[src/rtl/decade_pkg.sv]
// Shared types and helpers for the decade pulse transmitter.
package decade_pkg;

  // Transmitter control states.
  typedef enum logic [1:0] {
    StIdle,
    StHigh,
    StLow,
    StDone
  } state_e;

  // Largest legal value of a single BCD digit.
  localparam int unsigned BCD_MAX = 9;

  // True when a 4-bit digit is a legal BCD value.
  function automatic logic bcd_digit_valid(input logic [3:0] digit);
    return digit <= 4'(BCD_MAX);
  endfunction

endpackage

[src/rtl/bcd_down_counter.sv]
// Multi-digit BCD down-counter. Loads a BCD word, decrements it by one with
// digit-to-digit borrow, and flags when the whole word is zero. A decrement
// request while already zero is dropped so the count never wraps.
module bcd_down_counter
  import decade_pkg::*;
#(
  parameter int unsigned DIGITS = 2
) (
  input  logic                  clk_i,
  input  logic                  rst_ni,
  input  logic                  clr_i,
  input  logic                  load_i,
  input  logic                  dec_i,
  input  logic [4*DIGITS-1:0]   load_val_i,
  output logic [4*DIGITS-1:0]   value_o,
  output logic                  zero_o
);

  logic [4*DIGITS-1:0] value_q, value_d;
  logic [4*DIGITS-1:0] dec_val;
  logic                borrow;

  // Ripple a single borrow from the least-significant digit upwards.
  always_comb begin
    dec_val = value_q;
    borrow  = 1'b1;
    for (int d = 0; d < int'(DIGITS); d++) begin
      if (borrow) begin
        if (value_q[4*d +: 4] == 4'd0) begin
          dec_val[4*d +: 4] = 4'(BCD_MAX);
        end else begin
          dec_val[4*d +: 4] = value_q[4*d +: 4] - 4'd1;
          borrow            = 1'b0;
        end
      end
    end
  end

  assign zero_o = (value_q == '0);

  // Next value: clear wins over load, load wins over decrement.
  always_comb begin
    value_d = value_q;
    if (clr_i) begin
      value_d = '0;
    end else if (load_i) begin
      value_d = load_val_i;
    end else if (dec_i && !zero_o) begin
      value_d = dec_val;
    end
  end

  // Count register.
  always_ff @(posedge clk_i or negedge rst_ni) begin
    if (!rst_ni) begin
      value_q <= '0;
    end else begin
      value_q <= value_d;
    end
  end

  assign value_o = value_q;

endmodule

[src/rtl/decade_pulse_tx.sv]
// Pulse-train transmitter: emits exactly the requested BCD count of clean
// pulses on pulse_o, with a start/ready/done handshake. Every output comes
// straight from a flop; the output stage trails the control state by one
// cycle, so a start accepted at edge k raises pulse_o at edge k+1. Abort is
// the exception: it clears pulse_o, busy and remaining on the same edge that
// returns the control state to idle.
module decade_pulse_tx
  import decade_pkg::*;
#(
  parameter int unsigned DIGITS      = 2,
  parameter int unsigned HIGH_CYCLES = 1,
  parameter int unsigned LOW_CYCLES  = 1
) (
  input  logic                clk,
  input  logic                rst_n,
  input  logic                start,
  input  logic                abort,
  input  logic [4*DIGITS-1:0] bcd_in,
  output logic                ready,
  output logic                busy,
  output logic                pulse_o,
  output logic                done,
  output logic                err,
  output logic [4*DIGITS-1:0] remaining
);

  localparam int unsigned MaxPhase = (HIGH_CYCLES > LOW_CYCLES) ? HIGH_CYCLES : LOW_CYCLES;
  localparam int unsigned TimerW   = (MaxPhase > 1) ? $clog2(MaxPhase + 1) : 1;

  state_e              state_q;
  logic [TimerW-1:0]   timer_q;
  logic                ready_q;
  logic                busy_q;
  logic                pulse_q;
  logic                done_q;
  logic                err_q;
  logic [4*DIGITS-1:0] rem_q;

  logic                count_valid;
  logic                count_zero;
  logic                take;
  logic                in_phase;
  logic                aborting;
  logic                high_last;
  logic                low_last;
  logic                cnt_load;
  logic                cnt_dec;
  logic                cnt_clr;
  logic [4*DIGITS-1:0] cnt_value;
  logic                cnt_zero;

  // Check every digit of the requested count for BCD legality.
  always_comb begin
    count_valid = 1'b1;
    for (int d = 0; d < int'(DIGITS); d++) begin
      if (!bcd_digit_valid(bcd_in[4*d +: 4])) begin
        count_valid = 1'b0;
      end
    end
  end

  assign count_zero = (bcd_in == '0);
  // ready_q is only ever set while idle, so it also qualifies the state.
  assign take       = (state_q == StIdle) && ready_q && start;
  assign in_phase   = (state_q == StHigh) || (state_q == StLow);
  assign aborting   = in_phase && abort;
  assign high_last  = (timer_q == TimerW'(HIGH_CYCLES - 1));
  assign low_last   = (timer_q == TimerW'(LOW_CYCLES - 1));

  // Counter control: load on an accepted legal request, step once at the
  // end of every high phase, wipe on abort.
  always_comb begin
    cnt_load = take && count_valid;
    cnt_dec  = (state_q == StHigh) && high_last && !abort;
    cnt_clr  = aborting;
  end

  bcd_down_counter #(
    .DIGITS (DIGITS)
  ) u_count (
    .clk_i      (clk),
    .rst_ni     (rst_n),
    .clr_i      (cnt_clr),
    .load_i     (cnt_load),
    .dec_i      (cnt_dec),
    .load_val_i (bcd_in),
    .value_o    (cnt_value),
    .zero_o     (cnt_zero)
  );

  // Control FSM, phase timer and registered handshake outputs.
  always_ff @(posedge clk or negedge rst_n) begin
    if (!rst_n) begin
      state_q <= StIdle;
      timer_q <= '0;
      ready_q <= 1'b1;
      busy_q  <= 1'b0;
      pulse_q <= 1'b0;
      done_q  <= 1'b0;
      err_q   <= 1'b0;
      rem_q   <= '0;
    end else begin
      // Output stage follows the state of the cycle just ending.
      err_q   <= 1'b0;
      done_q  <= (state_q == StDone);
      pulse_q <= (state_q == StHigh);
      busy_q  <= in_phase;
      ready_q <= 1'b0;
      rem_q   <= cnt_value;

      unique case (state_q)
        StIdle: begin
          timer_q <= '0;
          ready_q <= 1'b1;
          if (take) begin
            if (!count_valid) begin
              err_q <= 1'b1;
            end else begin
              ready_q <= 1'b0;
              state_q <= count_zero ? StDone : StHigh;
            end
          end
        end

        StHigh: begin
          if (abort) begin
            state_q <= StIdle;
            timer_q <= '0;
            ready_q <= 1'b1;
            busy_q  <= 1'b0;
            pulse_q <= 1'b0;
            rem_q   <= '0;
          end else if (high_last) begin
            timer_q <= '0;
            state_q <= StLow;
          end else begin
            timer_q <= timer_q + TimerW'(1);
          end
        end

        StLow: begin
          if (abort) begin
            state_q <= StIdle;
            timer_q <= '0;
            ready_q <= 1'b1;
            busy_q  <= 1'b0;
            pulse_q <= 1'b0;
            rem_q   <= '0;
          end else if (low_last) begin
            timer_q <= '0;
            // cnt_zero already reflects the decrement from the high phase.
            state_q <= cnt_zero ? StDone : StHigh;
          end else begin
            timer_q <= timer_q + TimerW'(1);
          end
        end

        StDone: begin
          // Hold ready low one more cycle so it rises after the done strobe.
          timer_q <= '0;
          state_q <= StIdle;
        end

        default: begin
          timer_q <= '0;
          state_q <= StIdle;
        end
      endcase
    end
  end

  assign ready     = ready_q;
  assign busy      = busy_q;
  assign pulse_o   = pulse_q;
  assign done      = done_q;
  assign err       = err_q;
  assign remaining = rem_q;

endmodule

[config.mk]
export PLATFORM = sky130hd
export DESIGN_NAME = decade_pulse_tx
export DESIGN_NICKNAME = d
export VERILOG_FILES = /design/src/rtl/decade_pkg.sv /design/src/rtl/bcd_down_counter.sv /design/src/rtl/decade_pulse_tx.sv
export SDC_FILE = /design/constraint.sdc
export NUM_CORES = 1
export LEC_CHECK = 0
export BUFFER_PORTS_ARGS = -buffer_cell sky130_fd_sc_hd__buf_2
export CORE_MARGIN = 2
export CORE_UTILIZATION = 55
export CTS_BUF_LIST = sky130_fd_sc_hd__clkbuf_2 sky130_fd_sc_hd__clkbuf_4 sky130_fd_sc_hd__clkbuf_8
export CTS_CLUSTER_DIAMETER = 100
export DETAILED_ROUTE_END_ITERATION = 8
export HOLD_SLACK_MARGIN = 0.02
export PLACE_DENSITY_LB_ADDON = 0.3
export SYNTH_ARGS = -nofsm -noshare
export SYNTH_HDL_FRONTEND = slang
export SYNTH_HIERARCHICAL = 1
export SYNTH_SLANG_ARGS = --single-unit
[constraint.sdc]
create_clock -name clk -period 2.45 [get_ports clk]
set_input_delay 0.245 -clock clk [delete_from_list [all_inputs] [get_ports clk]]
set_output_delay 0.245 -clock clk [all_outputs]
set_load 0.1 [all_outputs]
==> impl_metrics.yaml, run 1 <==
synth:
  synth_fp_nets: 124
  postSynthAreaPerCell_um2: 10.51
  yosys_most_used_dff: "dfrtp_1"
  yosys.area.top_type_share: 0.4894
  synth_area_leaders: "dfrtp_1 49%, ha_1 5.6%, and2_1 4.4%"
  yosysMostFrequentCell: "dfrtp_1"
  synth_common_cells: "22 x dfrtp_1, 10 x inv_1, 8 x and2_1, 7 x nor2_1, 6 x a21oi_1"
  synth-seq-cells: 23
  yosysTopAreaCell: "dfrtp_1"
  ys_async_sr_fraction: 1.000
  yosys_warnings: 6
  synth_cell_types: 38
  ys_seq_area_frac: 0.5128
  syn_inst: 107
  synth_edf_count: 0
  syn_area_um2: 1125
cells_and_area:
  syn_to_final_growth_pct: 16.91
  layout-drive-gt1-share: 0.2593
  insertedDiodeCount: 0
  finalInstanceArea_um2: 1315
  num-fill-cells: 166
  regArea_um2: 576.8
  multi_input_area_um2: 506.7
  fin_nets: 153
drt:
  wirelength_um: 2255
  viasPerCell: 5.735
  first_pass_iters: 4
  wl_per_cell_um: 13.92
  ant_nets: 0
  first_iter_violations: 71
  routed-via-count: 929
  drcViolationCount: 0
place:
  finalWeightedCongestion: 0.9758
  hpwl_um: 1717
  place_area_um2: 1275
  io_buffers: 24
clock_tree:
  post_cts_buffers: 0
  cts_buffer_depth: 2
  cts_root_buffer: "clkbuf_4"
  cts_tree: "yes"
  clock_sinks: 23
  htree_levels: 1
  insertion_delay_ns: 0.31
  cts_hold_buf: 1
  numCtsBuffers: 3
  clk_pin_slew_ns: 0.12
  post_cts_resized: 0
setup_path:
  worst_path_dominant_cell_family: "simple AND/OR/NAND/NOR gates"
  worstPathCellList: "inv_1, ha_1, nor2b_1, or3b_2, o31ai_1, a311oi_1"
  crit_required_ns: 2.64
  critPathCaptureType: "flip-flop"
  crit_path_top_delay_cell: "or3b_2"
  criticalPathCategory: "reg -> reg"
  crit_buf_inv: 1
  startpoint_type: "flip-flop"
  cpPeakStageDelay_ns: 0.53
  cp_data_arrival_time_ns: 2.24
  critPathMaxFanout: 5
grt:
  grt_start_max_net_pins: 24
  grt-ovfl-total: 0
  grt_pass1_wl_um: 3926
  grt_pass1_vias: 873
  grtUsageTotal: 0.2126
  antenna_found_initial: 0
outcome:
  status: "finished, final reports clean"
sta:
  slew_viol_final: 0
  fmax_mhz: 488.8
  hold_viol_final: 0
  fin_crit_sh: 0.8350
  finClkSkew_ns: 0.003566
  final.setup.tns_ns: 0
  min_period_ns: 2.046
  tightest_slew_ns: 0.5445
  setup_viol: 0
  rsz0062_at_grt: "false"
  slew_headroom: 0.6357
  whs_ns: 0.1432
die:
  core_area_um2: 1942
  die_area_um2: 2423
  initial_utilization: 0.5793
  rows: 16
  fp.dieW_um: 49.23
  die_h_um: 49.23
  io_pins: 25
job:
  drv_cap: 0
min_path:
  worstHoldPathType: "in -> reg"
## per-layer routing
| layer | vias to the layer above | share of wire | wire (um) | global-route usage |
|---|---|---|---|---|
| met2 | 55 | 0.47 | 1055 | 0.3559 |
| met5 | - | 0 | 0 | 0 |
| met4 | 0 | 0.027 | 62 | 0.09524 |
| met3 | 9 | 0.077 | 174 | 0.03374 |
| met1 | 422 | 0.43 | 962 | 0.2689 |
| li1 | 443 | - | - | - |
## through the flow
stage	util	worst slack, ns	cells
floorplan	-	0.6373	107
global placement	0.6566	0.5943	157
detailed placement	0.6566	0.4448	157
CTS	0.6772	0.4357	162
global route	0.6772	0.3274	162
finish	0.6772	0.4042	162
## state kept, by name, indices dropped and copies added (netlist names)
register and count:
busy 1, ready 1, u_count/value_o 8, state_q 2, err 1, done 1
pulse_o 1, remaining 8
## final cells by class
cell class	count	area share
sequential	23	0.4386
timing repair buffer	25	0.09895
clock buffer	4	0.02284
multi-input combinational	73	0.3853
inverter	10	0.02854
tap	27	0.02569
## cell usage in the layout (no fill, tap or decap), types with 2 or more instances in the layout
cell,n
buf_2,24
dfrtp_1,22
inv_1,10
and2_1,8
nor2_1,7
a21oi_1,6
nand2_1,5
ha_1,5
nand3_1,4
clkbuf_4,4
nor2b_1,3
mux2i_1,2
nor4_1,2
or3_1,2
nor3_1,2
o21bai_1,2
a221oi_1,2
o211ai_1,2
a311oi_1,2
## cells by family (layout without fill, tap and decap cells)
| logic type | Yosys count | count (layout) | synth area share |
|---|---|---|---|
| buf+inv | 11 | 39 | 0.03671 |
| simple gates | 41 | 41 | 0.2158 |
| compound gates | 25 | 25 | 0.1613 |
| flops | 23 | 23 | 0.5128 |
| fa+ha+maj | 5 | 5 | 0.05562 |
| mux | 2 | 2 | 0.01780 |
## final timing paths
| kind | startpoint | depth (start not counted) | endpoint | slack [ns] |
|---|---|---|---|---|
| setup / recovery | state_q[1]$_DFFE_PN0P_ | 6 | u_count/value_o[4]$_DFFE_PN0P_ | 0.40 |
| hold / removal | abort | 2 | busy$_DFF_PN0_ | 0.14 |
| setup reg to reg | state_q[1]$_DFFE_PN0P_ | 6 | u_count/value_o[4]$_DFFE_PN0P_ | 0.40 |
| hold reg to reg | ready$_DFF_PN1_ | 2 | err$_DFF_PN0_ | 0.54 |
| max in group asynchronous | rst_n | 2 | ready$_DFF_PN1_ | 1.67 |
| min in group asynchronous | rst_n | 2 | remaining[4]$_DFF_PN0_ | 0.42 |
Power of run 1 is not shown: default switching activity piles up to over one toggle a cycle in this logic, so the estimate is an artifact.
==> run 2, diff against run 1 <==
--- a/config.mk
+++ b/config.mk
@@ -7,7 +7,7 @@
 export LEC_CHECK = 0
 export BUFFER_PORTS_ARGS = -buffer_cell sky130_fd_sc_hd__buf_2
 export CORE_MARGIN = 2
-export CORE_UTILIZATION = 55
+export CORE_UTILIZATION = 50
 export CTS_BUF_LIST = sky130_fd_sc_hd__clkbuf_2 sky130_fd_sc_hd__clkbuf_4 sky130_fd_sc_hd__clkbuf_8
 export CTS_CLUSTER_DIAMETER = 100
 export DETAILED_ROUTE_END_ITERATION = 8
==> constraint.sdc (replaced) <==
create_clock -name clk -period 1.6 [get_ports clk]
set_input_delay 0.16 -clock clk [delete_from_list [all_inputs] [get_ports clk]]
set_output_delay 0.16 -clock clk [all_outputs]
set_load 0.1 [all_outputs]
==> run 2 against run 1 <==
  * The run now ends with negative setup slack left
  * Register-to-register slack worse by 0.46 ns
  * Sequential share of layout area fell by 7.0 points
  * Utilization is 4.9 points higher
  * Global-route usage up 1.2 points
  * Via count is 11% higher
  * Maximum frequency rose by 24%
==> impl_metrics.yaml, run 2 (synthesis gave the netlist of run 1 again) <==
drt:
  routed-via-count: 1032
  first_pass_iters: 4
  wl_per_cell_um: 15.31
  drcViolationCount: 0
  viasPerCell: 5.702
  wirelength_um: 2772
  first_iter_violations: 37
  ant_nets: 0
clock_tree:
  numCtsBuffers: 3
  cts_tree: "yes"
  clk_pin_slew_ns: 0.13
  cts_buffer_depth: 2
  cts_root_buffer: "clkbuf_4"
  insertion_delay_ns: 0.31
  clock_sinks: 23
  htree_levels: 1
cells_and_area:
  insertedDiodeCount: 0
  layout-drive-gt1-share: 0.4706
  most-common-layout-cells: "25 x buf_2, 21 x dfrtp_1, 15 x buf_4"
  syn_to_final_growth_pct: 40.16
  num-fill-cells: 154
  stdcell_count: 181
  fin_nets: 171
  final_core_util: 0.7266
  layout_commonest_cell: "buf_2"
sta:
  fin_ws_ns: -0.05546
  min_period_ns: 1.655
  rsz0062_at_grt: "true"
  fin_crit_sh: 1.035
  slew_headroom: 0.6629
  hold_viol_final: 0
  fmax_mhz: 604.1
  finClkSkew_ns: 0.01045
  tightest_slew_ns: 0.5056
  setup_viol: 5
  slew_viol_final: 0
  whs_ns: 0.1059
die:
  core_area_um2: 2170
  fp.dieW_um: 51.43
  initial_utilization: 0.5185
  rows: 17
  die_area_um2: 2645
  die_h_um: 51.43
  io_pins: 25
place:
  io_buffers: 24
  finalWeightedCongestion: 0.8970
  place_inst: 166
  hpwl_um: 1845
grt:
  grt-ovfl-total: 0
  grtUsageTotal: 0.2246
  grt_pass1_wl_um: 4284
  grt_pass1_vias: 936
  grt_start_max_net_pins: 24
  antenna_found_initial: 0
setup_path:
  critPathMaxFanout: 5
  crit_buf_inv: 1
  cp_data_arrival_time_ns: 1.86
  crit_path_top_delay_cell: "or3b_4"
  cpMostUsedCell: "o211ai_1"
  criticalPathCategory: "reg -> reg"
  cpPeakStageDelay_ns: 0.43
  startpoint_type: "flip-flop"
  worst_path_dominant_cell_family: "simple AND/OR/NAND/NOR gates"
  worstPathCellList: "buf_6, ha_4, nor2b_4, or3b_4, o211ai_1, o211ai_1"
  critPathCaptureType: "flip-flop"
  crit_required_ns: 1.80
job:
  drv_cap: 0
power_and_ir_drop:
  power_density_nw_per_um2: 2264
  power_leakage_nw: 0.7799
  ir_drop_uv: 1319
  total_power_w: 0.003569
min_path:
  worstHoldPathType: "in -> reg"
outcome:
  violations: "negative setup slack"
  status: "finished, violations left"
==> run 2: stage by stage <==
stage	setup slack, ns	cell area, um2	setup TNS (ns)
5_1_grt	-0.1106	1577	-0.4816
3_5_place_dp	-0.07403	1356	-0.3052
2_1_floorplan	-0.001621	1146	-0.001621
3_3_place_gp	-0.005177	1356	-0.006693
6_report	-0.05546	1577	-0.1393
4_1_cts	-0.02737	1465	-0.04873
==> run 2: layer usage <==
layer / vias up / share of wire / GRT usage
met5: - / 0 / 0
met4: 0 / 0.026 / 0.09649
met3: 14 / 0.076 / 0.02924
met2: 59 / 0.48 / 0.3868
met1: 478 / 0.41 / 0.2811
li1: 481 / - / -
==> run 2: worst paths after layout <==
check | start | slack (ns) | to | cells past startpoint
setup / recovery | state_q[0]$_DFFE_PN0P_ | -0.06 | u_count/value_o[6]$_DFFE_PN0P_ | 6
hold / removal | abort | 0.11 | busy$_DFF_PN0_ | 2
setup reg to reg | state_q[0]$_DFFE_PN0P_ | -0.06 | u_count/value_o[6]$_DFFE_PN0P_ | 6
hold reg to reg | u_count/value_o[6]$_DFFE_PN0P_ | 0.55 | remaining[6]$_DFF_PN0_ | 1
max in group asynchronous | rst_n | 0.90 | ready$_DFF_PN1_ | 2
min in group asynchronous | rst_n | 0.33 | remaining[6]$_DFF_PN0_ | 2
==> run 2: final cells by class <==
class,count,area [um2],share of cell area
well taps,28,35.03,0.02222
repair buffers,43,270.3,0.1714
clock buffers,4,30.03,0.01905
multi-input cells,73,621.8,0.3944
inverters,10,37.54,0.02381
flip-flops and latches,23,581.8,0.3690
==> run 2: what timing repair did <==
item                       4_1_cts  5_1_grt
setup endpoints to repair        7        9
hold endpoints to repair        22        0
hold buffers                     1        0
pin swaps                        5       13
setup buffers                    5        4
cloned                           0        1
resized for setup                8       17
==> run 2: power breakdown <==
part | total (W) | internal [W] | switching, W
combinational | 0.00231 | 0.000814 | 0.00150
sequential | 0.000972 | 0.000806 | 0.000166
clock | 0.000287 | 0.000114 | 0.000173
total | 0.00357 | 0.00173 | 0.00183
Note: power is estimated with default switching activity, not from simulation.
==> run 3, diff against run 2 <==
--- a/config.mk
+++ b/config.mk
@@ -6,9 +6,11 @@
 export NUM_CORES = 1
 export LEC_CHECK = 0
 export BUFFER_PORTS_ARGS = -buffer_cell sky130_fd_sc_hd__buf_2
+export CELL_PAD_IN_SITES_DETAIL_PLACEMENT = 0
+export CELL_PAD_IN_SITES_GLOBAL_PLACEMENT = 1
 export CORE_MARGIN = 2
-export CORE_UTILIZATION = 50
-export CTS_BUF_LIST = sky130_fd_sc_hd__clkbuf_2 sky130_fd_sc_hd__clkbuf_4 sky130_fd_sc_hd__clkbuf_8
+export CORE_UTILIZATION = 38
+export CTS_BUF_LIST = sky130_fd_sc_hd__clkbuf_8
 export CTS_CLUSTER_DIAMETER = 100
 export DETAILED_ROUTE_END_ITERATION = 8
 export HOLD_SLACK_MARGIN = 0.02
==> run 3 against run 2 <==
  * The run still ends with negative setup slack left
  * Via count down 6.1%
  * Critical path depth unchanged
  * First-iteration DRC count down 32%
  * Flip-flop and latch count unchanged
  * Design area down 0.87%
  * Cell count up 0.55%
  * Critical endpoint is now u_count/value_o[4]$_DFFE_PN0P_
  * Highest routed layer unchanged
==> impl_metrics.yaml, run 3 (synthesis gave the netlist of run 1 again) <==
die:
  die_h_um: 58.41
  initial_utilization: 0.4044
  io_pins: 25
  die_area_um2: 3411
  core_area_um2: 2781
  fp.dieW_um: 58.41
  rows: 19
clock_tree:
  numCtsBuffers: 3
  clock_sinks: 23
  cts_tree: "yes"
  htree_levels: 1
  insertion_delay_ns: 0.27
  clk_pin_slew_ns: 0.09
  cts_buffer_depth: 2
  cts_root_buffer: "clkbuf_8"
sta:
  fin_ws_ns: -0.02516
  fmax_mhz: 615.3
  slew_headroom: 0.6579
  hold_viol_final: 0
  finClkSkew_ns: 0.01019
  tightest_slew_ns: 0.5132
  rsz0062_at_grt: "true"
  min_period_ns: 1.625
  slew_viol_final: 0
  setup_viol: 3
  fin_crit_sh: 1.016
grt:
  grt_start_max_net_pins: 24
  antenna_found_initial: 0
  grtUsageTotal: 0.1695
  grt_pass1_vias: 943
  grt_pass1_wl_um: 4236
  grt-ovfl-total: 0
drt:
  wirelength_um: 2683
  ant_nets: 0
  drcViolationCount: 0
  routed-via-count: 969
  wl_per_cell_um: 14.74
  first_pass_iters: 4
  viasPerCell: 5.324
  first_iter_violations: 25
cells_and_area:
  insertedDiodeCount: 0
  final_core_util: 0.5619
  syn_to_final_growth_pct: 38.93
  finalInstanceArea_um2: 1563
  fin_nets: 169
  layout-drive-gt1-share: 0.4305
  most-common-layout-cells: "25 x buf_2, 22 x dfrtp_1, 14 x buf_4"
  layout_commonest_cell: "buf_2"
  stdcell_count: 182
outcome:
  violations: "negative setup slack"
  status: "finished, violations left"
power_and_ir_drop:
  ir_drop_uv: 1541
  power_density_nw_per_um2: 2259
  power_leakage_nw: 0.7771
setup_path:
  critPathCaptureType: "flip-flop"
  startpoint_type: "flip-flop"
  crit_path_top_delay_cell: "or3b_4"
  cp_data_arrival_time_ns: 1.78
  cpPeakStageDelay_ns: 0.44
  worstPathCellList: "buf_4, ha_4, nor2b_4, or3b_4, o31ai_4, a311oi_1"
  worst_path_dominant_cell_family: "simple AND/OR/NAND/NOR gates"
  criticalPathCategory: "reg -> reg"
  crit_required_ns: 1.76
  crit_buf_inv: 1
  critPathMaxFanout: 5
job:
  drv_cap: 0
place:
  finalWeightedCongestion: 0.8482
  io_buffers: 24
  place_inst: 170
  place_area_um2: 1368
  dp_slack_ns: -0.06332
  hpwl_um: 1894
min_path:
  worstHoldPathType: "in -> reg"
-- run 3: path summary, 6_finish.rpt --
check | end | cells past startpoint | slack, ns | startpoint
min in group asynchronous | u_count/value_o[7]$_DFFE_PN0P_ | 2 | 0.38 | rst_n
worst max-delay path | u_count/value_o[4]$_DFFE_PN0P_ | 6 | -0.03 | state_q[0]$_DFFE_PN0P_
max in group asynchronous | ready$_DFF_PN1_ | 2 | 0.85 | rst_n
worst max register to register | u_count/value_o[4]$_DFFE_PN0P_ | 6 | -0.03 | state_q[0]$_DFFE_PN0P_
worst min register to register | remaining[6]$_DFF_PN0_ | 1 | 0.56 | u_count/value_o[6]$_DFFE_PN0P_
worst min-delay path | busy$_DFF_PN0_ | 2 | 0.15 | abort
-- run 3: power by group --
group / internal, W / total (W) / switching, W
clock network: 0.000174 / 0.000374 / 0.000199
registers: 0.000805 / 0.000993 / 0.000188
logic: 0.000757 / 0.00216 / 0.00141
-- run 3: per-layer routing --
| metal | GRT usage | vias to the layer above | wire length [um] |
|---|---|---|---|
| met5 | 0 | - | 0 |
| met4 | 0.1163 | 0 | 74 |
| met3 | 0.03297 | 7 | 136 |
| met2 | 0.2665 | 27 | 1269 |
| met1 | 0.2096 | 462 | 1202 |
| li1 | - | 473 | - |
-- run 3: area by class of cell --
cell class                 instances  area [um2]
sequential                        23       580.6
tap                               31       38.79
inverter                          10       37.54
timing repair buffer              41       251.5
clock inverter                     1       5.005
fill                             254        1219
clock buffer                       3       41.29
multi-input combinational         73       608.1
-- run 3: per-stage QoR --
stage | setup TNS (ns) | hold WS [ns] | power, W
floorplan | -0.001621 | -0.1356 | 0.002425
global placement | -0.02088 | 0.1569 | 0.002856
detailed placement | -0.07883 | 0.1667 | 0.002873
CTS | -0.01163 | 0.1526 | 0.003340
global route | -0.4195 | 0.1596 | 0.003724
finish | -0.05148 | 0.1547 | 0.003530
-- run 3: timing repair --
item	in CTS	in global routing
setup buffers	3	3
hold buffers	1	0
endpoints found under the setup margin	4	9
resized for setup	4	16
endpoints found under the hold margin	22	0
pin swaps	2	12
gates cloned	0	1
